## src/rtl/mem_access_unit.sv

```systemverilog
// -----------------------------------------------------------------------------
// mem_access_unit
//
// Sequences one load or store of 1/2/4/8 bytes onto a memory port that is
// BEAT_BYTES wide. A request is accepted in IDLE, registered, and then played
// out as one or more consecutive beats. Accesses narrower than the port use a
// single beat with lane strobes. Accesses wider than the port are split into
// little-endian beats. Misaligned requests skip the memory entirely and report
// an error together with done.
//
// Parameters
//   BEAT_BYTES  memory port width in bytes (1, 2, 4 or 8)
//   ADDR_WIDTH  byte address width (at least 3)
//
// Ports
//   clk, reset           clock; asynchronous active-low reset
//   start                request strobe, only looked at in IDLE
//   sel_mem_operation    0 = load, 1 = store
//   sel_mem_size         0/1/2/3 -> 1/2/4/8 bytes
//   sel_mem_extension    loads: 1 = sign-extend, 0 = zero-extend
//   addr, data_i         request byte address and store data (low bytes used)
//   data_o               last successful load result, extended to 64 bits
//   done, misaligned     one-cycle completion pulse and its error flag
//   busy                 high from acceptance until done
//   mem_addr, data_mem   memory beat address and write data
//   write_mem, mem_wstrb memory write enable and byte-lane strobes
//   mem_o                memory read data, combinational from mem_addr
// -----------------------------------------------------------------------------
module mem_access_unit #(
  parameter int BEAT_BYTES = 1,
  parameter int ADDR_WIDTH = 64
) (
  input  logic                    clk,
  input  logic                    reset,
  input  logic                    start,
  input  logic                    sel_mem_operation,
  input  logic [1:0]              sel_mem_size,
  input  logic                    sel_mem_extension,
  input  logic [ADDR_WIDTH-1:0]   addr,
  input  logic [63:0]             data_i,
  output logic [63:0]             data_o,
  output logic                    done,
  output logic                    busy,
  output logic                    misaligned,
  output logic [ADDR_WIDTH-1:0]   mem_addr,
  output logic [8*BEAT_BYTES-1:0] data_mem,
  output logic                    write_mem,
  output logic [BEAT_BYTES-1:0]   mem_wstrb,
  input  logic [8*BEAT_BYTES-1:0] mem_o
);

  localparam int         DW        = 8 * BEAT_BYTES;
  localparam int         BB_LOG    = $clog2(BEAT_BYTES);
  localparam logic [3:0] BB4       = 4'(BEAT_BYTES);
  // Selects the lane-offset bits of a byte address (zero for a 1-byte port).
  localparam logic [2:0] LANE_MASK = 3'(BEAT_BYTES - 1);

  typedef enum logic [1:0] {
    S_IDLE,
    S_ACCESS,
    S_DONE
  } state_e;

  // ---------------------------------------------------------------------------
  // Helpers
  // ---------------------------------------------------------------------------
  function automatic logic [63:0] size_mask(input logic [1:0] sz);
    case (sz)
      2'd0:    return 64'h0000_0000_0000_00FF;
      2'd1:    return 64'h0000_0000_0000_FFFF;
      2'd2:    return 64'h0000_0000_FFFF_FFFF;
      default: return 64'hFFFF_FFFF_FFFF_FFFF;
    endcase
  endfunction

  function automatic logic [7:0] byte_mask(input logic [1:0] sz);
    case (sz)
      2'd0:    return 8'h01;
      2'd1:    return 8'h03;
      2'd2:    return 8'h0F;
      default: return 8'hFF;
    endcase
  endfunction

  // addr mod S != 0
  function automatic logic is_misaligned(input logic [2:0] a, input logic [1:0] sz);
    case (sz)
      2'd0:    return 1'b0;
      2'd1:    return a[0];
      2'd2:    return |a[1:0];
      default: return |a[2:0];
    endcase
  endfunction

  function automatic logic [63:0] extend(input logic [63:0] v, input logic [1:0] sz,
                                         input logic sx);
    case (sz)
      2'd0:    return {{56{sx & v[7]}},  v[7:0]};
      2'd1:    return {{48{sx & v[15]}}, v[15:0]};
      2'd2:    return {{32{sx & v[31]}}, v[31:0]};
      default: return v;
    endcase
  endfunction

  // ---------------------------------------------------------------------------
  // State
  // ---------------------------------------------------------------------------
  state_e                  state_q, state_d;
  logic [ADDR_WIDTH-1:0]   addr_q, addr_d;
  logic [1:0]              size_q, size_d;
  logic                    op_q, op_d;
  logic                    ext_q, ext_d;
  logic [63:0]             wdata_q, wdata_d;
  logic [3:0]              beat_q, beat_d;
  logic [63:0]             rdata_q, rdata_d;
  logic [63:0]             data_o_q, data_o_d;
  logic                    mis_q, mis_d;

  // ---------------------------------------------------------------------------
  // Beat geometry for the registered request
  // ---------------------------------------------------------------------------
  logic [3:0]            s_bytes;
  logic [3:0]            n_beats;
  logic                  last_beat;
  logic [3:0]            beat_scaled;
  logic [2:0]            byte_off;
  logic [2:0]            lane;
  logic [ADDR_WIDTH-1:0] beat_addr;
  logic [63:0]           wbeat;
  logic [7:0]            strb8;
  logic [63:0]           rbeat;
  logic [63:0]           rmerged;

  // The two cases "S >= BEAT_BYTES" and "S < BEAT_BYTES" share one datapath:
  // wide accesses are aligned to the port, so their lane offset is zero, and
  // narrow accesses use a single beat, so their byte offset is zero. Each
  // beat therefore moves request bytes [byte_off..] to port lanes [lane..].
  always_comb begin
    s_bytes     = 4'd1 << size_q;
    n_beats     = (s_bytes >= BB4) ? (s_bytes >> BB_LOG) : 4'd1;
    last_beat   = (beat_q == n_beats - 4'd1);
    beat_scaled = beat_q << BB_LOG;
    byte_off    = beat_scaled[2:0];
    lane        = addr_q[2:0] & LANE_MASK;
    // Additions wrap naturally at ADDR_WIDTH bits.
    beat_addr   = (addr_q + ADDR_WIDTH'(byte_off)) & ~ADDR_WIDTH'(LANE_MASK);
    wbeat       = ((wdata_q & size_mask(size_q)) >> {byte_off, 3'b000}) << {lane, 3'b000};
    strb8       = (byte_mask(size_q) >> byte_off) << lane;
    rbeat       = (64'(mem_o) >> {lane, 3'b000}) << {byte_off, 3'b000};
    rmerged     = rdata_q | (rbeat & size_mask(size_q));
  end

  // ---------------------------------------------------------------------------
  // Next state and memory-port outputs
  // ---------------------------------------------------------------------------
  always_comb begin
    // NOTE: every signal gets a default before the case statement so that no
    // path leaves it unassigned; otherwise synthesis would infer a latch.
    state_d   = state_q;
    addr_d    = addr_q;
    size_d    = size_q;
    op_d      = op_q;
    ext_d     = ext_q;
    wdata_d   = wdata_q;
    beat_d    = beat_q;
    rdata_d   = rdata_q;
    data_o_d  = data_o_q;
    mis_d     = mis_q;
    mem_addr  = '0;
    data_mem  = '0;
    write_mem = 1'b0;
    mem_wstrb = '0;

    case (state_q)
      S_IDLE: begin
        if (start) begin
          addr_d  = addr;
          size_d  = sel_mem_size;
          op_d    = sel_mem_operation;
          ext_d   = sel_mem_extension;
          wdata_d = data_i;
          beat_d  = 4'd0;
          rdata_d = 64'd0;
          mis_d   = is_misaligned(addr[2:0], sel_mem_size);
          state_d = mis_d ? S_DONE : S_ACCESS;
        end
      end

      S_ACCESS: begin
        mem_addr = beat_addr;
        data_mem = DW'(wbeat);
        if (op_q) begin
          write_mem = 1'b1;
          mem_wstrb = BEAT_BYTES'(strb8);
        end else begin
          rdata_d = rmerged;
        end
        if (last_beat) begin
          state_d = S_DONE;
          // The final beat is folded in here so data_o is valid while done is high.
          if (!op_q) data_o_d = extend(rmerged, size_q, ext_q);
        end else begin
          beat_d = beat_q + 4'd1;
        end
      end

      S_DONE: begin
        state_d = S_IDLE;
      end

      default: begin
        state_d = S_IDLE;
      end
    endcase
  end

  assign done       = (state_q == S_DONE);
  assign busy       = (state_q != S_IDLE);
  assign misaligned = (state_q == S_DONE) && mis_q;
  assign data_o     = data_o_q;

  // ---------------------------------------------------------------------------
  // Registers
  // ---------------------------------------------------------------------------
  // NOTE: state is updated with non-blocking assignments so that every flop
  // samples the values from before the edge, regardless of statement order.
  always_ff @(posedge clk or negedge reset) begin
    if (!reset) begin
      state_q  <= S_IDLE;
      addr_q   <= '0;
      size_q   <= 2'd0;
      op_q     <= 1'b0;
      ext_q    <= 1'b0;
      wdata_q  <= 64'd0;
      beat_q   <= 4'd0;
      rdata_q  <= 64'd0;
      data_o_q <= 64'd0;
      mis_q    <= 1'b0;
    end else begin
      state_q  <= state_d;
      addr_q   <= addr_d;
      size_q   <= size_d;
      op_q     <= op_d;
      ext_q    <= ext_d;
      wdata_q  <= wdata_d;
      beat_q   <= beat_d;
      rdata_q  <= rdata_d;
      data_o_q <= data_o_d;
      mis_q    <= mis_d;
    end
  end

endmodule

```

## config.mk

```make
export PLATFORM = sky130hd
export DESIGN_NAME = mem_access_unit
export DESIGN_NICKNAME = d
export VERILOG_FILES = /design/src/rtl/mem_access_unit.sv
export SDC_FILE = /design/constraint.sdc
export NUM_CORES = 1
export LEC_CHECK = 0
export BUFFER_PORTS_ARGS = -buffer_cell sky130_fd_sc_hd__buf_4
export CAP_MARGIN = 40
export CORE_MARGIN = 10
export CORE_UTILIZATION = 55
export DETAILED_ROUTE_END_ITERATION = 7
export GPL_ROUTABILITY_DRIVEN = 0
export PLACE_DENSITY = 0.79
export SETUP_SLACK_MARGIN = 0.1
export SKIP_CTS_REPAIR_TIMING = 1
export SYNTH_ARGS = -nofsm -noshare
export SYNTH_HDL_FRONTEND = slang
export SYNTH_SLANG_ARGS = --single-unit
```

## constraint.sdc

```tcl
create_clock -name clk -period 8.9 [get_ports clk]
set_input_delay 1.78 -clock clk [delete_from_list [all_inputs] [get_ports clk]]
set_output_delay 1.78 -clock clk [all_outputs]
set_load 0.02 [all_outputs]
```

==> metrics.sh <==
RUN_STATUS='complete, no violations'
AREA_OF_THE_DIE_UM2=30100
CRITICAL_PATH.ENDPOINT_TYPE='primary output'
DIE-WIDTH_UM=174
COMB_POWER_SHARE=0.423
GR-TOTAL-OVERFLOW=0
SETUP.REG_TO_REG.WORST_SLACK_PS=5110
SYNTH_AREA_UM2=13000
START_UTIL=0.556
ACHIEVABLE-FREQUENCY_MHz=168
R2R_END='data_o[21]'
FINAL_LAYOUT_SIZE_SUFFIX_GT1_FRAC=0.215
DRT-WIRELENGTH-PER-CELL_UM=18.6
R2R_START='size_q[1]'
IO_PINS=284
VIA_COUNT_OF_THE_FIRST_GLOBAL_ROUTING_PASS=11500
FINCLKSKEW_PS=15.5
SETUP.WORST_PATH.CLASS='reg -> out'
GRTUSAGETOTAL=0.245
END_POINT_OF_THE_MOST_CRITICAL_HOLD_PATH='wdata_q[43]'
PLACE.DETAILED.INSTANCES=2003
FF2FF_PATH_DEPTH=8
CTS_BUFFERS=29
SYNTH.LIB_CELLS_USED.DISTINCT=54
FINAL-SETUP-VIOL-COUNT=0
FINAL_NETS=1865
SYNTH_ASYNC_SR_FLOP_SHARE=1.00
CP.REQUIRED_PS=7120
MAX-CLOCK-PATH-BUFFERS=3
TIMING.HOLD.WORST_PATH_DEPTH=2
DIE_HEIGHT_UM=174
CLKTRANSATPATHREGS_PS=60
SIMPLE_GATE_PORTION_OF_THE_SYNTHESIZED_AREA=0.252
CTS_TREE='built'
MAX-SLEW-MARGIN-REL=0.368
SHARE_SEQ_OF_TOTAL_POWER=0.374
WORSTSKEWPAIRLATENCY_PS=550
MAIN_COMBINATIONAL_CELL_FAMILY_BY_AREA_AFTER_SYNTHESIS='simple AND/OR/NAND/NOR gates'
FINAL_CELLS=2059
SYNTH-WARNING-COUNT=0
CLOCK_SINKS=267
CRITICAL_PATH_ARRIVAL_PS=4170
WORSTSETUPSTARTPOINTTYPE='register'
FILLCELLCOUNT=1856
INPUT_OUTPUT_BUFFERS=283
GRT_SETUP_UNREPAIRED='no'
ANT_NETS=0
CORE_UM2=23300
SYNTH_AREA_PER_INST_UM2=8.70
WORSTHOLDPATHTYPE='reg -> reg'
SYNTH_COMPOUND_AREA_FRAC=0.150
MAX_CAP_VIOLATIONS=0
FINAL_HOLD_VIOL_COUNT=0
FIRSTDRTPASSITERS=5
POWER.DENSITY_CELL_AREA_nW_PER_UM2=345
CRITPATHMAXFANOUT=17
IR_DROP_V=0.000196
POST_SYNTH_INST_COUNT=1492
MAX_SLEW.WORST_PIN.SLEW_PS=940
SYNTH_XOR_XNOR_AREA_SHARE=0.0162
HTREEDEPTH=1
FINISHED_CORE_UTIL=0.696
P_INT_uW=3300
YS_SEQ_ELEMENTS=267
YOSYS.AREA_SHARE.ADDER=0.00636
ROW_COUNT=56
POWER_SWITCHING_uW=2310
CTS_ROOT_BUFFER_TYPE='clkbuf_16'
GRT_MAX_DEGREE=160
FIRST_ITER_VIOLATIONS=1044
DRT-TOTAL-WL_UM=38300
FINAL.MIN_CLOCK_PERIOD_PS=5950
SYNTH.AREA.MUX_SHARE=0.0225
POST_DR_VIAS_CELL=5.75
GRT_PASS1_WL_UM=61500
SYN_NETS=1641
ROUTE.DETAILED.DRC=0
DRV_SLEW=0
SYNTH_FLOP_CELL='dfrtp_1'
SYNTHTOLAYOUTAREAGROWTH_PCT=25.1
FINALCRITPERIODSHARE=0.669
DETAILROUTE.VIA_COUNT=11800
SWITCHING_SHARE=0.412
FIN_SETUP_TNS_PS=0
LEAKAGE_uW=0.00755
PLACE.DETAILED.HPWL_UM=26800
SYNTH_EDF_COUNT=0
YOSYSSEQAREASHARE=0.515
ANTENNA_FOUND_INITIAL=3
HOLD_PATH.STARTPOINT='wdata_q[43]'
P_CLK_FRAC=0.203
Yosys cell counts, types with 3 or more instances:
library cell / n / area, um^2
clkbuf_1: 87 / 327
a21o_1: 3 / 22.5
a21oi_1: 122 / 611
nor2_1: 132 / 495
and3_1: 8 / 50.1
mux4_2: 8 / 180
buf_1: 12 / 45.0
ha_1: 5 / 62.6
o21ai_0: 48 / 240
nand2b_1: 13 / 81.3
nor3_1: 23 / 115
nand2_1: 415 / 1560
or3_1: 28 / 175
nand4b_1: 3 / 26.3
nor2b_1: 22 / 138
a22o_1: 28 / 245
or4_1: 11 / 82.6
o31ai_1: 9 / 67.6
mux2_2: 9 / 101
xnor2_1: 22 / 193
and4_1: 6 / 52.6
a221oi_1: 16 / 140
dfrtp_1: 267 / 6680
nor4_1: 15 / 93.8
nor3b_1: 3 / 22.5
inv_1: 19 / 71.3
a31oi_1: 37 / 231
nand3_1: 22 / 110
a22oi_1: 9 / 67.6
o22a_1: 23 / 201
buf_2: 6 / 30.0
nand4_1: 20 / 125
and2_1: 13 / 81.3
layout by cell type, fill, tap and decap left out, types with 7 or more instances in the layout:
master / count
nand2_1: 414
clkbuf_16: 29
buf_4: 289
mux4_2: 8
nand4_1: 20
nor2b_1: 22
nor4_1: 14
o21ai_0: 48
o22a_1: 23
dfrtp_1: 267
xnor2_1: 22
or4_1: 11
nand2b_1: 12
a22o_1: 28
clkbuf_1: 7
nand3_1: 22
and3_1: 7
or3_1: 28
clkinv_2: 9
o31ai_1: 9
a221oi_1: 16
a22oi_1: 9
nor2_1: 131
a31oi_1: 37
inv_1: 19
nor3_1: 23
and2_1: 12
mux2_2: 9
a21oi_1: 122
routing by layer:
layer / part of all wire / track usage / wire length, um / vias to the layer above
li1: - / - / - / 5583
met4: 0.034 / 0.0941 / 1300 / 0
met5: 0 / 0 / 0 / -
met2: 0.48 / 0.389 / 18300 / 444
met3: 0.073 / 0.0569 / 2810 / 79
met1: 0.42 / 0.321 / 16000 / 5734
worst max-delay path by stage:
stage / startpoint / endpoint
2_1_floorplan: beat_q[1] / mem_addr[46]
3_3_place_gp: beat_q[1] / mem_addr[44]
3_5_place_dp: beat_q[1] / mem_addr[48]
4_1_cts: beat_q[1] / mem_addr[48]
5_1_grt: beat_q[1] / mem_addr[54]
6_report: beat_q[1] / mem_addr[48]
power groups by stage:
stage	logic, uW	clock network, uW	registers, uW
final	2370	1140	2100
after global routing	2610	1210	2160
after CTS	2390	1150	2090
after detailed placement	2360	0	2100
after global placement	2250	0	2100
after floorplan	1390	0	2150
metrics by stage:
step	power [uW]	worst slack [ps]	hold WS, ps	instance area [um^2]
2_1_floorplan	3530	3990	440	13000
3_3_place_gp	4350	2920	453	15200
3_5_place_dp	4470	3560	459	15300
4_1_cts	5630	2960	474	16200
5_1_grt	5980	2690	498	16200
6_report	5610	2950	474	16200
logic make-up (layout without fill, tap and decap cells):
logic type,after synthesis,after routing
AO/OA/AOI/OAI,310,310
XOR/XNOR,24,24
adder cells (fa/ha/maj),6,6
buffers and inverters,126,371
flip-flops,267,267
multiplexers,18,18
other,0,3
AND/OR/NAND/NOR,741,741
critical path, stage by stage, from the launching register on:
cell and delay, ps:
dfrtp_1 590, inv_1 330, fa_1 500, nor2b_1 240
o21ai_0 250, or4_1 820, or4_1 560, a21oi_1 180
buf_4 170
area by class of cell:
cell class	count	area [um^2]	area share
inverter	20	75.1	0.00462
clock buffer	39	793	0.0489
sequential	267	6680	0.412
antenna	3	7.51	0.000462
timing repair buffer	299	2340	0.144
clock inverter	13	103	0.00632
tap	319	399	0.0246
multi-input combinational	1099	5830	0.359
flip-flops by register name, summed over array words and instances (netlist names):
signal   count
mis_q        1
state_q      2
size_q       2
rdata_q     64
wdata_q     64
data_o      64
op_q         1
ext_q        1
addr_q      64
beat_q       4
Note: power is estimated with default switching activity, not from simulation.
